==> src/rtl/cond_flag_unit.sv <==
// NZCV flag register plus B.cond / CBZ / CBNZ branch resolver with taken-branch counter.
// Latency: decision registered one cycle after the request; flag write visible next cycle.
// No backpressure: accepts one request every cycle, results strobe out with take_valid.
module cond_flag_unit #(
    parameter bit FWD   = 1'b1,
    parameter int CNT_W = 16
) (
    input  logic             clk,
    input  logic             reset,
    input  logic             flag_we,
    input  logic             negative_in,
    input  logic             zero_in,
    input  logic             overflow_in,
    input  logic             carry_in,
    input  logic             cond_valid,
    input  logic [3:0]       cond,
    input  logic             cbz_valid,
    input  logic             cbz_nz,
    output logic [3:0]       flags,
    output logic             flags_valid,
    output logic             take,
    output logic             take_valid,
    output logic             conflict,
    output logic [CNT_W-1:0] taken_cnt
);

    logic [3:0] in_flags;
    logic [3:0] efl;
    logic       fwd_hit;
    logic       efl_ok;
    logic       cond_res;
    logic       take_next;
    logic       req;
    logic       armed;

    assign in_flags = {negative_in, zero_in, carry_in, overflow_in};
    assign fwd_hit  = FWD && flag_we;
    assign efl      = fwd_hit ? in_flags : flags;
    assign efl_ok   = flags_valid || fwd_hit;

    // Requests arriving in the cycle reset drops are ignored: armed only rises on the first edge.
    assign req = (cond_valid || cbz_valid) && armed;

    // Condition-code lookup on the effective {N,Z,C,V}
    always_comb begin
        cond_res = 1'b0;
        case (cond)
            4'h0: cond_res = efl[2];
            4'h1: cond_res = !efl[2];
            4'h2: cond_res = efl[1];
            4'h3: cond_res = !efl[1];
            4'h4: cond_res = efl[3];
            4'h5: cond_res = !efl[3];
            4'h6: cond_res = efl[0];
            4'h7: cond_res = !efl[0];
            4'h8: cond_res = efl[1] && !efl[2];
            4'h9: cond_res = !(efl[1] && !efl[2]);
            4'hA: cond_res = (efl[3] == efl[0]);
            4'hB: cond_res = (efl[3] != efl[0]);
            4'hC: cond_res = !efl[2] && (efl[3] == efl[0]);
            4'hD: cond_res = !(!efl[2] && (efl[3] == efl[0]));
            default: cond_res = 1'b1;
        endcase
    end

    // Pick the branch outcome; B.cond wins over CBZ/CBNZ, and without any flags only AL/NV take
    always_comb begin
        take_next = 1'b0;
        if (cond_valid) begin
            if (cond[3:1] == 3'b111) begin
                take_next = 1'b1;
            end else begin
                take_next = efl_ok && cond_res;
            end
        end else begin
            take_next = cbz_nz ? !zero_in : zero_in;
        end
    end

    // Arm the decision path one edge after reset release
    always_ff @(posedge clk or posedge reset) begin
        if (reset) begin
            armed <= 1'b0;
        end else begin
            armed <= 1'b1;
        end
    end

    // NZCV register: only flag-setting ALU ops write it
    always_ff @(posedge clk or posedge reset) begin
        if (reset) begin
            flags       <= 4'b0000;
            flags_valid <= 1'b0;
        end else if (flag_we) begin
            flags       <= in_flags;
            flags_valid <= 1'b1;
        end
    end

    // Registered decision, strobes and taken counter (wraps silently)
    always_ff @(posedge clk or posedge reset) begin
        if (reset) begin
            take       <= 1'b0;
            take_valid <= 1'b0;
            conflict   <= 1'b0;
            taken_cnt  <= '0;
        end else begin
            take_valid <= req;
            conflict   <= req && cond_valid && cbz_valid;
            if (req) begin
                take <= take_next;
            end
            if (req && take_next) begin
                taken_cnt <= taken_cnt + {{(CNT_W-1){1'b0}}, 1'b1};
            end
        end
    end

endmodule

==> config.mk <==
export PLATFORM = sky130hd
export DESIGN_NAME = cond_flag_unit
export DESIGN_NICKNAME = d
export VERILOG_FILES = /design/src/rtl/cond_flag_unit.sv
export SDC_FILE = /design/constraint.sdc
export NUM_CORES = 1
export LEC_CHECK = 0
export BUFFER_PORTS_ARGS = -buffer_cell sky130_fd_sc_hd__clkbuf_2
export CORE_MARGIN = 2
export CORE_UTILIZATION = 46
export DETAILED_ROUTE_END_ITERATION = 16
export GPL_TIMING_DRIVEN = 0
export HOLD_SLACK_MARGIN = 0.08
export PLACE_DENSITY = 0.79
export SLEW_MARGIN = 0
export SYNTH_ARGS = -nofsm -noshare
export SYNTH_HDL_FRONTEND = slang
export SYNTH_SLANG_ARGS = --single-unit
==> constraint.sdc <==
create_clock -name clk -period 2.2 [get_ports clk]
set_clock_uncertainty 0.05 [all_clocks]
set_input_delay 0.11 -clock clk [delete_from_list [all_inputs] [get_ports clk]]
set_output_delay 0.11 -clock clk [all_outputs]
set_load 0.01 [all_outputs]
* After elaboration in Yosys (flattened, before gate mapping)
Index checks and enable logic that the tools add are counted.
Cells by class: $add $sub $neg 1, equality and inequality tests 16, multiplexer cells 5, reductions and logical operators 17
Operators with widths (number):
- == test 4 bit (second input constant) | 6
- adder 16 x 1 -> 16 bit (second input constant) | 1
- == test 4 x 3 -> 1 bit (second input constant) | 4
- case mux 1 bit (14 select lines) | 1
- == test 4 x 2 -> 1 bit (second input constant) | 2
- logical AND 1 bit | 7
- logical NOT 1 bit | 7
- == test 4 x 1 -> 1 bit (second input constant) | 1
- logical NOT 4 bit | 1
- 2-to-1 mux 4 bit | 1
- == test 3 bit (second input constant) | 1
- 2-to-1 mux 1 bit | 3
- logical OR 1 bit | 2
- == test 1 bit | 1
- inequality test 1 bit | 1
Word-level totals: flip-flop bits (word level) 25, input port bits 14, output and inout port bits 24, logic and storage cells 46

* Longest topological paths before layout
depth after elaboration 9, gate-level depth with buffers 9, mapped depth without buffers 7

* Worst setup path after synthesis
No wires, ideal clock.
path type reg2reg, start reg flags[1], end reg taken_cnt[1], library setup time 0.125 ns, arrival 1.972 ns, required time 2.025 ns, slack 0.053 ns, stages on the path, launching flop included 8, path buffers 1, clock period less this slack 2.147 ns, cells stage by stage dfrtp_1 > mux2_4 > xnor2_1 > or4b_1 > nand4_1 > o31ai_4 > buf_6 > mux2_2
On the way: longest elaborated chain between the ends 8, elaborated cells between the ends (all ways) 9, classes of those cells mux (4); reduce/logical (5)
Ends and longest elaborated chain:
- start: declaration | RTL line 19 | output logic [3:0] flags,
- start signal: assignment | RTL line 95 | flags <= in_flags;
- 2-to-1 mux 4 bit (*)
- via efl[1] | RTL line 28 | logic [3:0] efl;
- logical AND 1 bit | RTL line 56, 57
- logical NOT 1 bit | RTL line 57 | 4'h9: cond_res = !(efl[1] && !efl[2]);
- case mux 1 bit (14 select lines) (*) | RTL line 47 | case (cond)
- logical AND 1 bit (*) | RTL line 73 | take_next = efl_ok && cond_res;
- 2-to-1 mux 1 bit (*) | RTL line 70 | if (cond[3:1] == 3'b111) begin
- 2-to-1 mux 1 bit (*) | RTL line 69 | if (cond_valid) begin
- logical AND 1 bit (*) | RTL line 113 | if (req && take_next) begin
- end signal: assignment | RTL line 114 | taken_cnt <= taken_cnt + {{(CNT_W-1){1'b0}}, 1'b1};
- end: declaration | RTL line 24 | output logic [CNT_W-1:0] taken_cnt
The timed path passes the listed nets; every way through them passes the cells marked *. A chain may end at the register's enable or synchronous reset.

* Worst setup path in the final report
start reg flags[0], end reg taken_cnt[1]
On the way: longest elaborated chain between the ends 9, elaborated cells between the ends (all ways) 11, classes of those cells eq/ne (2); mux (4); reduce/logical (5)
Ends and longest elaborated chain:
- 2-to-1 mux 4 bit (*)
- == test 1 bit | RTL line 58, 60, 61
- logical AND 1 bit | RTL line 60, 61
- logical NOT 1 bit | RTL line 61 | 4'hD: cond_res = !(!efl[2] && (efl[3] == efl[0]));
- case mux 1 bit (14 select lines) (*) | RTL line 47
- logical AND 1 bit (*) | RTL line 73
- 2-to-1 mux 1 bit (*) | RTL line 70
- 2-to-1 mux 1 bit (*) | RTL line 69
- logical AND 1 bit (*) | RTL line 113
Mark *: on every way between the ends. The rest lies on a longest branch, timed or not.

==> impl_metrics.csv <==
group,metric,value,unit
status,outcome,"finished, violations left",
sta,tightest_slew,943,ps
sta,whs,103,ps
floorplan,std_cell_rows,19,
routing,drt_pass1_iterations,4,
logic_synthesis,synth_nets,143,
logic_synthesis,synth-warning-count,0,
routing,ant_nets,0,
routing,viasPerCell,5.37,
logic_synthesis,synth_cell_types,39,
worst_setup_path,cp_max_fo,5,
grt,grt_pass1_wl,4.82,mm
worst_setup_path,critPathRequiredTime,2360,ps
clocking,cts-buffers-inserted,3,
sta,fin_crit,2230,ps
logic_synthesis,ys_seq_area_frac,0.461,
hold_path,hold_start,"flag_we",
placement,placed_cells,192,
placement,place_area,1560,sq um
sta,max_freq,449,MHz
routing,remaining_drc_errors,0,
sta,finalMaxSlewViolations,0,
clocking,cts_buffer_depth,2,
routing,routed_wl,2.96,mm
logic_synthesis,synth_ff_type,"dfrtp_1",
worst_setup_path,slowest_stage,"dfrtp_1",
grt,grt_max_degree,26,
sta,finalCritPeriodShare,1.01,
floorplan,die_h,58.3,microns
placement,io_buffers,33,
worst_setup_path,crit_family,"compound AO/OA/AOI/OAI gates",
logic_synthesis,async_flop_share,1.00,
placement,dp_hpwl,2.03,mm
sta,relSlewSlack,0.371,
floorplan,start_util,0.488,
hold_path,hp-class,"in2reg",
sta,setup_ws,-27.0,ps
final_layout,n_antenna_cell,0,
pwr,total_leakage_power,0.905,nW
logic_synthesis,synthCells,128,
pwr,ir_drop,532,uV
clocking,cts_tree,"yes",
sta,rsz0062_at_grt,"yes",
logic_synthesis,post-synth-top-area-cell,"dfrtp_1",
grt,grt_pass1_vias,1079,
logic_synthesis,ys_top_cells_by_area,"dfrtp_1, xor2_1, xnor2_1, nor3_2, nand2_1",
grt,antenna_found_initial,0,
worst_setup_path,path_class,"reg2reg",
floorplan,die_x,58.3,microns
logic_synthesis,synth_top_area_frac,0.461,
worst_setup_path,crit_buf_inv,1,
final_layout,final_nets,193,
pwr,p_per_area,651,nW/um^2
sta,hold_viol,0,
grt,grt_util_all_layers,0.186,
clocking,cts_max_level,1,
clocking,clkSinkCount,25,
sta,setup_violations,3,
worst_setup_path,crit_chain,"xnor2_1, a32oi_1, xor2_1, o22ai_2, o31ai_4, buf_6, mux2_2",
worst_setup_path,r2r-start,"flags[0]",
floorplan,die-area,3400,sq um
worst_setup_path,cp-startpoint,"flags[0]",
logic_synthesis,synth_edf_count,0,
clocking,root_buffer,"clkbuf_4",
placement,dp_slack,-149,ps
grt,grt_overflow,0,
final_layout,nFillCells,239,
routing,wl_per_cell,14.3,microns
logic_synthesis,ys_ff_latch,25,
placement,place_congestion,0.773,
status,violations,"setup timing",
routing,dr_total_vias,1117,
logic_synthesis,avgSynthCellArea,10.6,sq um
logic_synthesis,mappedNetlistArea,1360,sq um
worst_setup_path,slowest_delay,440,ps
worst_setup_path,worstPathArrival,2390,ps
worst_setup_path,cp-end-kind,"flop",
final_layout,layout.cells.non_filler,208,
routing,drt_iter0_markers,42,
final_layout,fin_util,0.639,
clocking,clkTransAtPathRegs,130,ps
floorplan,pin_count,38,
floorplan,coreArea,2780,sq um
clocking,clock_latency,310,ps
final_layout,drive_gt1_frac,0.379,
run,cap_violations,0,
final_layout,fin_area,1780,sq um
worst_setup_path,startpoint_type,"flop",
final_layout,syn_to_final_growth,31.0,%
[where the power goes]
group          internal (W)  switching [W]
Combinational      0.000156       0.000212
Sequential         0.000519      0.0000749
Clock             0.0000677       0.000127
Total              0.000742       0.000414
[cells by family (layout without fill, tap and decap cells)]
family / after synthesis / after routing / synth area share
simple gates: 47 / 47 / 0.214
flops: 25 / 25 / 0.461
xor+xnor: 21 / 21 / 0.136
buf+inv: 14 / 62 / 0.0526
compound gates: 13 / 14 / 0.0747
mux: 6 / 6 / 0.0498
fa+ha+maj: 1 / 1 / 0.00922
other cells: 1 / 1 / 0.00276
[registers in the layout (all words and copies together), names as in the netlist]
register	cells
flags	4
take	1
conflict	1
taken_cnt	16
flags_valid	1
armed	1
take_valid	1
[tightest hold or removal path, cell delays in order]
cell and delay, ps:
buf_6 120, mux2i_1 120, inv_1 70
[repair_timing]
| item | in CTS | in global routing |
|---|---|---|
| hold endpoints to repair | 29 | 0 |
| hold buffers | 5 | 0 |
| resized for setup | 8 | 10 |
| cloned | 2 | 0 |
| pin swaps | 7 | 12 |
| setup endpoints to repair | 10 | 16 |
| buffers inserted | 4 | 1 |
[Yosys cell counts (3+ instances only)]
cell	n
nor2_1	6
nand3_1	5
inv_1	8
mux2i_1	3
xor2_1	16
and3_1	3
nor3_2	4
xnor2_1	5
clkbuf_1	3
dfrtp_1	25
nand2_1	9
nor3b_1	4
[path summary, 6_finish.rpt]
kind	depth (start not counted)	slack, ps	end
setup / recovery	7	-30	taken_cnt[1]
hold / removal	3	100	flags[3]
setup reg to reg	7	-30	taken_cnt[1]
hold reg to reg	1	430	taken_cnt[15]
max in group asynchronous	3	1040	taken_cnt[9]
min in group asynchronous	3	480	armed
[cells in the final DEF, fill, tap and decap left out, types with 3 or more instances in the layout]
cell type / n
and3_1: 3
buf_4: 6
buf_6: 3
clkbuf_1: 3
clkbuf_2: 33
clkbuf_4: 3
dfrtp_1: 25
dlygate4sd3_1: 5
inv_1: 8
nand2_1: 9
nand3_1: 5
nor2_1: 4
nor3_4: 3
nor3b_2: 4
xnor2_1: 5
xor2_1: 16
[routing by layer]
metal | vias to the layer above | wire, microns | global-route usage
li1 | 545 | - | -
met1 | 542 | 1270 | 0.228
met2 | 28 | 1560 | 0.350
met3 | 2 | 124 | 0.0264
met4 | 0 | 7 | 0.0299
met5 | - | 0 | 0
[cell type report]
type                            count  area [sq um]  area share
Clock buffer                        3          22.5      0.0127
Multi-Input combinational cell     90           749       0.422
Tap cell                           31          38.8      0.0218
Buffer                              6          41.3      0.0232
Clock inverter                      1          5.00     0.00282
Timing Repair Buffer               44           264       0.149
Sequential cell                    25           626       0.352
Inverter                            8          30.0      0.0169
[per-stage QoR]
step / power [W] / TNS (ps)
global placement: 0.000892 / -81.5
finish: 0.00116 / -44.3
global route: 0.00123 / -1130
detailed placement: 0.000907 / -289
CTS: 0.00114 / -185
floorplan: 0.000788 / 0
No activity file was read; power rests on OpenSTA's default activity.
